## src/rtl/fsr_pkg.sv

```systemverilog
// rtl/fsr_pkg.sv - shared FSM state type and constants for the FSR contact detector
package fsr_pkg;

  typedef enum logic [1:0] {
    ST_RELEASED,
    ST_PRESSING,
    ST_PRESSED,
    ST_RELEASING
  } fsr_state_e;

  localparam int FILT_DEPTH = 4;
  localparam int FILT_SHIFT = $clog2(FILT_DEPTH);
  localparam int SEL_W      = 4;

  function automatic logic is_contact(input fsr_state_e s);
    return (s == ST_PRESSED) || (s == ST_RELEASING);
  endfunction

endpackage

```

## src/rtl/fsr_channel.sv

```systemverilog
// rtl/fsr_channel.sv - one force-sensor channel: optional 4-tap mean, hysteresis debounce FSM, display byte
// Optional feature: FSR_FILTER_EN (compare the mean of the last 4 valid samples instead of the raw sample)
module fsr_channel
  import fsr_pkg::*;
#(
  parameter int DATA_W  = 12,
  parameter int DEB_CNT = 4
) (
  input  logic              clk,
  input  logic              rst,
  input  logic              sample_valid,
  input  logic [DATA_W-1:0] sample,
  input  logic [DATA_W-1:0] thresh_on,
  input  logic [DATA_W-1:0] thresh_off,
  output logic              contact,
  output logic              contact_event,
  output logic [7:0]        level_nxt
);

  localparam int CNT_W = $clog2(DEB_CNT + 1);
  localparam logic [CNT_W-1:0] CNT_LAST = CNT_W'(DEB_CNT - 1);

  logic [DATA_W-1:0] cmp_val;

`ifdef FSR_FILTER_EN
  logic [FILT_DEPTH-2:0][DATA_W-1:0] hist;
  logic [DATA_W+FILT_SHIFT-1:0]      sum;

  always_comb begin
    sum = (DATA_W+FILT_SHIFT)'(sample);
    for (int i = 0; i < FILT_DEPTH - 1; i++) begin
      sum = sum + (DATA_W+FILT_SHIFT)'(hist[i]);
    end
  end

  assign cmp_val = DATA_W'(sum >> FILT_SHIFT);

  always_ff @(posedge clk or posedge rst) begin
    if (rst) begin
      hist <= '0;
    end else if (sample_valid) begin
      hist <= {hist[FILT_DEPTH-3:0], sample};
    end
  end
`else
  assign cmp_val = sample;
`endif

  logic is_high;
  logic is_low;
  assign is_high = cmp_val > thresh_on;
  assign is_low  = cmp_val < thresh_off;

  fsr_state_e       state, state_nxt;
  logic [CNT_W-1:0] cnt, cnt_nxt;
  logic             contact_nxt;
  logic [7:0]       level_q;

  // A run of DEB_CNT qualifying strobes changes state; any break in the run restarts it.
  always_comb begin
    state_nxt = state;
    cnt_nxt   = cnt;
    if (sample_valid) begin
      unique case (state)
        ST_RELEASED: begin
          cnt_nxt = '0;
          if (is_high) begin
            if (CNT_LAST == '0) begin
              state_nxt = ST_PRESSED;
            end else begin
              state_nxt = ST_PRESSING;
              cnt_nxt   = CNT_W'(1);
            end
          end
        end
        ST_PRESSING: begin
          if (!is_high) begin
            state_nxt = ST_RELEASED;
            cnt_nxt   = '0;
          end else if (cnt == CNT_LAST) begin
            state_nxt = ST_PRESSED;
            cnt_nxt   = '0;
          end else begin
            cnt_nxt = cnt + 1'b1;
          end
        end
        ST_PRESSED: begin
          cnt_nxt = '0;
          if (is_low) begin
            if (CNT_LAST == '0) begin
              state_nxt = ST_RELEASED;
            end else begin
              state_nxt = ST_RELEASING;
              cnt_nxt   = CNT_W'(1);
            end
          end
        end
        ST_RELEASING: begin
          if (!is_low) begin
            state_nxt = ST_PRESSED;
            cnt_nxt   = '0;
          end else if (cnt == CNT_LAST) begin
            state_nxt = ST_RELEASED;
            cnt_nxt   = '0;
          end else begin
            cnt_nxt = cnt + 1'b1;
          end
        end
        default: begin
          state_nxt = ST_RELEASED;
          cnt_nxt   = '0;
        end
      endcase
    end
  end

  assign contact_nxt = is_contact(state_nxt);

  // Only the displayed byte of the latest compared value is ever read back.
  assign level_nxt = sample_valid ? cmp_val[DATA_W-1 -: 8] : level_q;

  always_ff @(posedge clk or posedge rst) begin
    if (rst) begin
      state         <= ST_RELEASED;
      cnt           <= '0;
      contact       <= 1'b0;
      contact_event <= 1'b0;
      level_q       <= '0;
    end else begin
      state         <= state_nxt;
      cnt           <= cnt_nxt;
      contact       <= contact_nxt;
      contact_event <= contact_nxt ^ contact;
      level_q       <= level_nxt;
    end
  end

endmodule

```

## src/rtl/fsr_contact_detect.sv

```systemverilog
// rtl/fsr_contact_detect.sv - multi-channel FSR contact detector with selectable level/flag display
// Optional feature: FSR_FILTER_EN (enables the per-channel 4-sample mean in fsr_channel)
module fsr_contact_detect
  import fsr_pkg::*;
#(
  parameter int NUM_CH  = 8,
  parameter int DATA_W  = 12,
  parameter int DEB_CNT = 4
) (
  input  logic                     CLOCK,
  input  logic                     RESET,
  input  logic                     SAMPLE_VALID,
  input  logic [NUM_CH*DATA_W-1:0] SAMPLE_DATA,
  input  logic [DATA_W-1:0]        THRESH_ON,
  input  logic [DATA_W-1:0]        THRESH_OFF,
  input  logic [SEL_W-1:0]         SEL,
  output logic [7:0]               LEVEL,
  output logic [NUM_CH-1:0]        CONTACT,
  output logic [NUM_CH-1:0]        CONTACT_EVENT,
  output logic                     FSR_flag
);

  localparam int SEL_SPAN = 1 << SEL_W;

  // Padding the display muxes to the full SEL range makes unpopulated selections read as zero.
  logic [SEL_SPAN-1:0][7:0] level_nxt;
  logic [SEL_SPAN-1:0]      contact_pad;

  genvar k;
  generate
    for (k = 0; k < SEL_SPAN; k++) begin : g_ch
      if (k < NUM_CH) begin : g_live
        fsr_channel #(
          .DATA_W  (DATA_W),
          .DEB_CNT (DEB_CNT)
        ) u_channel (
          .clk           (CLOCK),
          .rst           (RESET),
          .sample_valid  (SAMPLE_VALID),
          .sample        (SAMPLE_DATA[k*DATA_W +: DATA_W]),
          .thresh_on     (THRESH_ON),
          .thresh_off    (THRESH_OFF),
          .contact       (CONTACT[k]),
          .contact_event (CONTACT_EVENT[k]),
          .level_nxt     (level_nxt[k])
        );
        assign contact_pad[k] = CONTACT[k];
      end else begin : g_pad
        assign level_nxt[k]   = '0;
        assign contact_pad[k] = 1'b0;
      end
    end
  endgenerate

  always_ff @(posedge CLOCK or posedge RESET) begin
    if (RESET) begin
      LEVEL    <= '0;
      FSR_flag <= 1'b0;
    end else begin
      LEVEL    <= level_nxt[SEL];
      FSR_flag <= contact_pad[SEL];
    end
  end

endmodule

```

## config.mk

```make
export PLATFORM = sky130hd
export DESIGN_NAME = fsr_contact_detect
export DESIGN_NICKNAME = d
export VERILOG_FILES = /design/src/rtl/fsr_pkg.sv /design/src/rtl/fsr_channel.sv /design/src/rtl/fsr_contact_detect.sv
export SDC_FILE = /design/constraint.sdc
export NUM_CORES = 1
export LEC_CHECK = 0
export CORE_ASPECT_RATIO = 0.9
export CORE_MARGIN = 10
export CORE_UTILIZATION = 40
export CTS_BUF_LIST = sky130_fd_sc_hd__clkbuf_2
export DETAILED_ROUTE_END_ITERATION = 8
export DONT_BUFFER_PORTS = 1
export GPL_TIMING_DRIVEN = 1
export MAX_ROUTING_LAYER = met4
export PLACE_DENSITY_LB_ADDON = 0.05
export SYNTH_ARGS = -nofsm -noshare
export SYNTH_HDL_FRONTEND = slang
export SYNTH_SLANG_ARGS = --single-unit
```

## constraint.sdc

```tcl
create_clock -name CLOCK -period 3.9 [get_ports CLOCK]
set_input_delay 0.585 -clock CLOCK [delete_from_list [all_inputs] [get_ports CLOCK]]
set_output_delay 0.585 -clock CLOCK [all_outputs]
set_load 0.005 [all_outputs]
```

==> qor.yml <==
leakage_nw: 5.33
syn-num-nets: 1240
h-tree-depth: 4
final_cell_mix: "ha_1, dfrtp_1, a21oi_1, dlygate4sd3_1, mux2_4"
synthMuxAreaShare: 0.152
start_kind: "primary input"
detail-route-antenna-nets: 0
firstDrtPassIters: 5
row_count: 55
clk_latency_ns: 0.71
rrSetupSlack_ns: 2.11
setup_viol: 0
cts_tree: "done"
synth_ff_type: "dfrtp_1"
cpPeakStageDelay_ns: 0.62
synth_cell_type_count: 52
r2r_start: "g_ch[6].g_live.u_channel.cnt[0]"
reg2reg_depth: 6
grtUsageTotal: 0.216
yosysWarningCount: 0
synthArstFlopShare: 1.00
worst-path-max-fanout: 8
final_hold_viol_count: 0
synth_seq_cells: 129
post_cts_buffers: 0
grt_pass1_wl_mm: 51.2
hold_class: "in -> reg"
final.setup.worst_slack_ns: 1.71
hold_path.startpoint: "SAMPLE_VALID"
cts_buffer_depth: 2
area.growth.synth_to_final_pct: 11.6
wirelength_mm: 34.9
min_path_cells: 1
whs_endpoint: "g_ch[0].g_live.u_channel.level_q[5]"
finalClockSkew_ns: 0.0549
drive_gt1_frac: 0.145
holdWs_ns: 0.109
die-area_sq_um: 32300
end_kind: "flop"
syn_area_per_cell_sq_um: 11.1
crit_required_ns: 4.46
synth_edf_count: 0
cts-resized-gates: 0
slew_violations: 0
start_util: 0.406
cts.sinks: 129
synth_top_family_by_area: "adder cells"
wl_per_cell_um: 26.2
layout_commonest_cell: "ha_1"
synthCells: 921
grt_max_degree: 69
nNetsFinal: 1296
yosysSeqAreaShare: 0.317
gp_congestion: 0.868
synth_area_sq_um: 10200
status: "complete, no violations"
num_vias: 7893
io_buffer_count: 0
dp_slack_ns: 0.987
fillers: 2359
grt_antenna_before_repair: 2
max_slew_margin: 0.487
drt-initial-drc-count: 533
multi_input_area_sq_um: 6580
die_x_um: 188
drc: 0
cpLargestDelayFamily: "simple AND/OR/NAND/NOR gates"
critPathMostFrequentCell: "a21oi_1"
core_area_sq_um: 25100
vdd_ir_drop_max_mv: 0.239
viasPerCell: 5.92
synth_xor_area_frac: 0.00687
cp.arrival_ns: 2.75
grt_overflow: 0
cp_slowest_cell: "or4b_1"
synth-compound-area-share: 0.149
io_pins: 152
die_y_um: 171
tightest_slew_ns: 0.760
total_power_mw: 3.45
cts_buffers: 17
first_global_vias: 8244
power_density_nw_per_um2: 303
final.min_clock_period_ns: 2.19
dp_hpwl_mm: 26.5
r2r_end: "g_ch[6].g_live.u_channel.contact_event"
root_buffer: "clkbuf_2"
worstSetupPathType: "in -> reg"
setup_tns_ns: 0
fmax_ghz: 0.457
cp_cell_sequence: "inv_1 > ha_1 > nor2b_1 > o211ai_1 > a21oi_1 > or4b_1 > a21oi_1 > o2bb2ai_1"
synthSimpleGateAreaFrac: 0.101
ff_latch_area_sq_um: 3230
path_clk_slew_ns: 0.22
rsz0062_at_grt: "false"
path_buf_inv: 1
synth_fa_ha_area_frac: 0.236
cap_violations: 0
fin_crit_sh: 0.561
[worst max path at each step]
stage	startpoint	to	depth (start not counted)	slack (ns)
2_1_floorplan	THRESH_ON[1]	g_ch[3].g_live.u_channel.contact_event	8	1.51
3_3_place_gp	THRESH_ON[1]	g_ch[0].g_live.u_channel.cnt[2]	8	1.07
3_5_place_dp	THRESH_ON[1]	g_ch[3].g_live.u_channel.cnt[1]	8	0.99
4_1_cts	THRESH_ON[1]	g_ch[3].g_live.u_channel.cnt[1]	8	1.77
5_1_grt	THRESH_ON[1]	g_ch[3].g_live.u_channel.state[0]	8	1.69
6_report	THRESH_ON[1]	g_ch[3].g_live.u_channel.state[0]	8	1.71
[where the power goes]
part | internal, mW | leakage [nW] | switching (mW) | total (mW)
Sequential | 1.47 | 1.62 | 0.0853 | 1.56
Combinational | 0.466 | 3.57 | 0.480 | 0.946
Clock | 0.363 | 0.147 | 0.586 | 0.948
[kinds of logic (layout without fill, tap and decap cells)]
| group | after synthesis | after routing |
|---|---|---|
| AO/OA/AOI/OAI | 223 | 223 |
| other | 0 | 2 |
| buffers and inverters | 73 | 142 |
| flip-flops | 129 | 129 |
| AND/OR/NAND/NOR | 189 | 189 |
| multiplexers | 107 | 107 |
| XOR/XNOR | 8 | 8 |
| adder cells (fa/ha/maj) | 192 | 192 |
[through the flow]
step	area [sq um]	std cells	util
after detailed placement	10400	1230	0.414
after CTS	11200	1316	0.447
after floorplan	10200	921	-
after global placement	10400	1230	0.414
final	11400	1334	0.453
after global routing	11400	1334	0.453
[cell usage after synthesis (4+ instances only)]
cell type,instances,share of area
buf_4,17,0.013
nand3_1,9,0.0044
mux4_2,10,0.022
o21ai_1,7,0.0034
o2bb2ai_1,29,0.025
a21o_1,22,0.016
ha_1,192,0.24
buf_6,7,0.0077
nor2_1,24,0.0088
nand2_1,42,0.015
inv_1,36,0.013
nor2b_1,38,0.023
o21a_1,4,0.0029
nor3_1,9,0.0044
nand3b_1,9,0.0066
dfrtp_1,129,0.32
nand4b_1,6,0.0052
o21ai_0,25,0.012
clkbuf_1,9,0.0033
a32o_1,4,0.0039
xor2_1,8,0.0069
o32a_1,7,0.0069
mux2_4,63,0.093
a21oi_1,70,0.034
nand4_1,39,0.024
a211oi_1,11,0.0081
o211ai_1,19,0.014
mux2_2,33,0.036
[registers in the layout, indices dropped and copies added (netlist names)]
register and cells:
FSR_flag 1, LEVEL 8, g_ch.g_live.u_channel.cnt 24, g_ch.g_live.u_channel.contact 8
g_ch.g_live.u_channel.contact_event 8, g_ch.g_live.u_channel.level_q 64, g_ch.g_live.u_channel.state 16
[metal layers]
layer | share of wire | GRT usage | up-vias
met5 | 0 | - | -
li1 | - | - | 3635
met2 | 0.45 | 0.334 | 254
met4 | 0.022 | 0.0612 | 0
met3 | 0.079 | 0.0735 | 35
met1 | 0.45 | 0.264 | 3969
[final cells by class]
| cell class | count | area share |
|---|---|---|
| Multi-Input combinational cell | 719 | 0.578 |
| Sequential cell | 129 | 0.284 |
| Timing Repair Buffer | 73 | 0.0655 |
| Tap cell | 342 | 0.0376 |
| Clock inverter | 13 | 0.0142 |
| Inverter | 37 | 0.0125 |
| Clock buffer | 19 | 0.00835 |
| Antenna cell | 2 | 0.000440 |
[what timing repair did]
action,CTS,global route
hold buffers,54,16
endpoints found under the setup margin,0,0
endpoints found under the hold margin,103,16
No activity file was read; power rests on OpenSTA's default activity.
